===== src/rtl/universal_shift_reg.sv =====
// Universal shift register: hold, shift right, shift left, parallel load.
// Define USR_ROTATE_EN to add the Rot input that turns either shift into a rotate.
module universal_shift_reg #(
  parameter int WIDTH = 8
) (
  input  logic             CLK,
  input  logic             RSTn,
  input  logic             En,
  input  logic [1:0]       Mode,
  input  logic [WIDTH-1:0] D,
  input  logic             SinR,
  input  logic             SinL,
`ifdef USR_ROTATE_EN
  input  logic             Rot,
`endif
  output logic [WIDTH-1:0] Q,
  output logic [WIDTH-1:0] Qn,
  output logic             SoutR,
  output logic             SoutL
);

  typedef enum logic [1:0] {
    MODE_HOLD  = 2'b00,
    MODE_RIGHT = 2'b01,
    MODE_LEFT  = 2'b10,
    MODE_LOAD  = 2'b11
  } mode_e;

  logic [WIDTH-1:0] state_q;
  logic [WIDTH-1:0] state_d;
  logic             fill_r;
  logic             fill_l;

  // Serial fill bits; in rotate mode each shift wraps the bit it pushes out.
  always_comb begin
    fill_r = SinR;
    fill_l = SinL;
`ifdef USR_ROTATE_EN
    if (Rot) begin
      fill_r = state_q[0];
      fill_l = state_q[WIDTH-1];
    end
`endif
  end

  always_comb begin
    state_d = state_q;
    if (En) begin
      case (mode_e'(Mode))
        MODE_RIGHT: state_d = {fill_r, state_q[WIDTH-1:1]};
        MODE_LEFT:  state_d = {state_q[WIDTH-2:0], fill_l};
        MODE_LOAD:  state_d = D;
        default:    state_d = state_q;
      endcase
    end
  end

  always_ff @(posedge CLK) begin
    if (!RSTn) state_q <= '0;
    else       state_q <= state_d;
  end

  assign Q     = state_q;
  assign Qn    = ~state_q;
  assign SoutR = state_q[0];
  assign SoutL = state_q[WIDTH-1];

endmodule


===== config.mk =====
export PLATFORM = sky130hd
export DESIGN_NAME = universal_shift_reg
export DESIGN_NICKNAME = d
export VERILOG_FILES = /design/src/rtl/universal_shift_reg.sv
export SDC_FILE = /design/constraint.sdc
export NUM_CORES = 1
export LEC_CHECK = 0
export CORE_MARGIN = 2
export CORE_UTILIZATION = 30
export CTS_CLUSTER_DIAMETER = 80
export DETAILED_ROUTE_END_ITERATION = 8
export MAX_ROUTING_LAYER = met4
export PLACE_DENSITY = 0.8
export SLEW_MARGIN = 10
export SYNTH_ARGS = -nofsm -noshare
export SYNTH_HDL_FRONTEND = slang
export SYNTH_SLANG_ARGS = --single-unit

===== constraint.sdc =====
create_clock -name CLK -period 0.83 [get_ports CLK]
set_input_delay 0.166 -clock CLK [delete_from_list [all_inputs] [get_ports CLK]]
set_output_delay 0.166 -clock CLK [all_outputs]
set_load 0.05 [all_outputs]

# Yosys cells after proc, flatten, opt, wreduce, memory -nomap -nowiden

Index checks and enable logic that the tools add are counted.

Register bits: 8
Input port bits: 15
Output and inout port bits: 18

Equal/unequal tests: 3
Muxes and demuxes: 1
Bitwise operators: 1
Reduce and logical (&&, ||, !) cells: 2

Operators by type and width:

| cell                                                                   | number |
|---|---|
| 8-bit one-hot mux with 3 select lines                                  | 1 |
| 8-bit inverter                                                         | 1 |
| 2-bit equality test (second input constant)                            | 2 |
| 3-bit nonzero test                                                     | 1 |
| 2-bit by 1-bit equality test with 1-bit output (second input constant) | 1 |
| 2-bit AND reduction                                                    | 1 |

# Longest topological paths before layout

Depth after elaboration: 3
Depth in mapped cells: 4
Gate-level depth less buffers: 3

# Least setup slack after synthesis

Ideal clock, no wire load.

Path type: register to output
From: register state_q[7] (netlist: Q[7])
To: output Qn[7]
Arrival time: 1026 ps
Data required time: 664 ps
Setup slack: -362 ps
Cell stages (with the launch flop): 2
Path buffers: 0
Cells stage by stage: dfxtp_1 > inv_1

Word-level cells in the longest chain between the ends: 1

Ends and longest elaborated chain:

| element                  | line | RTL |
|---|---|---|
| start: declaration       | 29   | `logic [WIDTH-1:0] state_q;` |
| start signal: assignment | 60   | `else state_q <= state_d;` |
| 8-bit inverter           | 64   | `assign Qn = ~state_q;` |
| end: declaration         | 17   | `output logic [WIDTH-1:0] Qn,` |

Every way passes these cells.

# Final worst setup path

From: register state_q[0] (netlist: Q[0])
To: output Qn[0]

The elaborated chain is that of the path after synthesis.

==> impl_metrics.tcl <==
set metrics [dict create \
    status "complete, but fails checks" \
    violations "setup timing" \
    rsz0062_at_grt "yes" \
    start_util_pct 32.2 \
    port_buffers 32 \
    layout.cells.non_filler 125 \
    async_reset_ff_share_pct 0 \
    criticalPathCategory "register to output pin" \
    worstReg2RegEnd "Q[5]" \
    p_leak_nw 0.631 \
    yosys.cell_types.count 11 \
    fillers 56 \
    ys.flop_type "dfxtp_1" \
    hp-start "RSTn" \
    wl_per_cell_um 20.6 \
    synth_edf_count 0 \
    grt_pass1_wl_mm 3.27 \
    die_w_um 44.2 \
    ys_ff_latch 8 \
    r2r_cells 5 \
    drt_iter0_markers 17 \
    gp_congestion 0.731 \
    placementRows 14 \
    finalSetupViolCount 26 \
    synth_top_area_share_pct 33.0 \
    hold_violations 0 \
    min_path_type "primary input to register" \
    grt_pass1_vias 682 \
    antenna_found_initial 1 \
    synth_nets 69 \
    max_freq_mhz 933 \
    setup_slack_ps -242 \
    dr.pass1.iters 4 \
    clock_latency_ps 260 \
    crit_path_end_kind "output pin" \
    vias_per_cell 5.65 \
    slew_viol_final 0 \
    dp.cells 109 \
    core_area_um2 1510 \
    whs_path_depth 3 \
    clockBufferDepth 2 \
    yosysSeqAreaShare_pct 33.0 \
    largest_register_ffs 8 \
    utilization_pct 91.9 \
    power_density_nw_per_um2 1350 \
    cts_sinks 8 \
    syn2layout_area_growth_pct 185 \
    hold_buffers 0 \
    num_io_pins 33 \
    r2r_slack_ps -200 \
    worstMarginPinSlew_ps 398 \
    wirelength_mm 2.58 \
    place_hpwl_mm 1.14 \
    drive_above_1_share_pct 75.9 \
    r2r-start "Q[5]" \
    yosys_warnings 0 \
    finalCriticalPeriod_ps 1070 \
    synth.avg_cell_area_um2 8.99 \
    synthesis.area_um2 485 \
    fin_crit_sh_pct 129 \
    cp.arrival_ps 910 \
    hold_ws_ps 344 \
    final.setup_skew_ps 1.69 \
    synth_top_area_cell "dfxtp_1" \
    cts.clk_slew.worst_paths_ps 60 \
    relSlewSlack_pct 73.4 \
    ir_drop_uv 1030 \
    groute.usage.overall_pct 24.2 \
    ant_nets 0 \
    startpoint_type "register" \
    synthTopCellsByArea "dfxtp_1 (33%), mux2_4 (25%), o22ai_1 (10%)" \
    grt-ovfl-total 0 \
    required_ps 660 \
    cts_tree "built" \
    clock-root-buffer "clkbuf_4" \
    nets 125 \
    holdPathEnd "Q[6]" \
    grt_max_degree 9 \
    htree_levels 1 \
    dieHeight_um 44.2 \
    syn_inst 54 \
    cts_buffers 3 \
    critPathMaxFanout 3 \
    post-place-ws_ps -626 \
    drc 0 \
    cap_violations 0 \
    dieArea_um2 1960 \
    vias 706 \
]
[kinds of logic (layout without fill, tap and decap cells)]
logic type / Yosys count / count (layout) / share of synthesized area [%]
AO/OA/AOI/OAI: 17 / 17 / 21.6
buffers and inverters: 11 / 65 / 11.6
AND/OR/NAND/NOR: 10 / 10 / 9.02
multiplexers: 8 / 8 / 24.7
flip-flops: 8 / 8 / 33.0
other: 0 / 1 / 0
[placed cells by master, fill, tap and decap left out, drive strengths merged]
cell           instances
buf                   41
dfxtp                  8
mux2                   8
o22ai                  8
nor2                   8
clkdlybuf4s50          8
o21ai                  8
inv                    7
clkbuf                 3
dlymetal6s2s           3
clkdlybuf4s15          2
diode                  1
clkinvlp               1
o21a                   1
nand2                  1
nand3b                 1
[metal layers]
| metal | up-vias | routed length, um | track usage (%) | part of all wire [%] |
|---|---|---|---|---|
| met3 | 10 | 203 | 3.27 | 7.9 |
| met2 | 51 | 1390 | 43.2 | 54 |
| met1 | 347 | 877 | 26.9 | 34 |
| met5 | - | 0 | - | 0 |
| met4 | 0 | 104 | 9.70 | 4.0 |
| li1 | 298 | - | - | - |
[layout make-up]
class	instances	area [um^2]	share of cell area, %
repair buffers	54	768	55.5
inverters	8	51.3	3.70
well taps	16	20.0	1.45
multi-input cells	35	330	23.8
clock buffers	3	22.5	1.63
diodes	1	2.50	0.181
flip-flops and latches	8	190	13.7
[metrics by stage]
step	power (W)	area [um^2]	TNS (ps)
global placement	0.00131	1110	-4510
global route	0.00193	1390	-5240
detailed placement	0.00133	1110	-4790
floorplan	0.000869	532	-1150
CTS	0.00178	1320	-4200
finish	0.00187	1390	-4720
[critical path: stages, from the launching register on]
cell	delay [ps]
dfxtp_4	380
clkinvlp_4	110
buf_12	150
[how the worst max path moves through the flow]
stage	startpoint	to	slack [ps]	cells past startpoint
final	Q[0]	Qn[0]	-240	2
after global routing	Q[0]	Qn[0]	-270	2
after CTS	Q[5]	Qn[5]	-230	3
after detailed placement	Mode[1]	Q[3]	-630	5
after global placement	Mode[1]	Q[3]	-570	5
after floorplan	Q[7]	Q[6]	-100	3
[power breakdown]
group / switching, W / internal, W / total (W)
Clock: 0.000151 / 0.000167 / 0.000318
Sequential: 0.0000542 / 0.000413 / 0.000467
Combinational: 0.000500 / 0.000587 / 0.00109
Total: 0.000705 / 0.00117 / 0.00187
[repair_timing]
action,4_1_cts,5_1_grt
setup buffers,8,3
pin swaps,12,7
cloned,1,0
resized for setup,42,13
setup endpoints to repair,26,26
(Power assumes the default switching activity.)
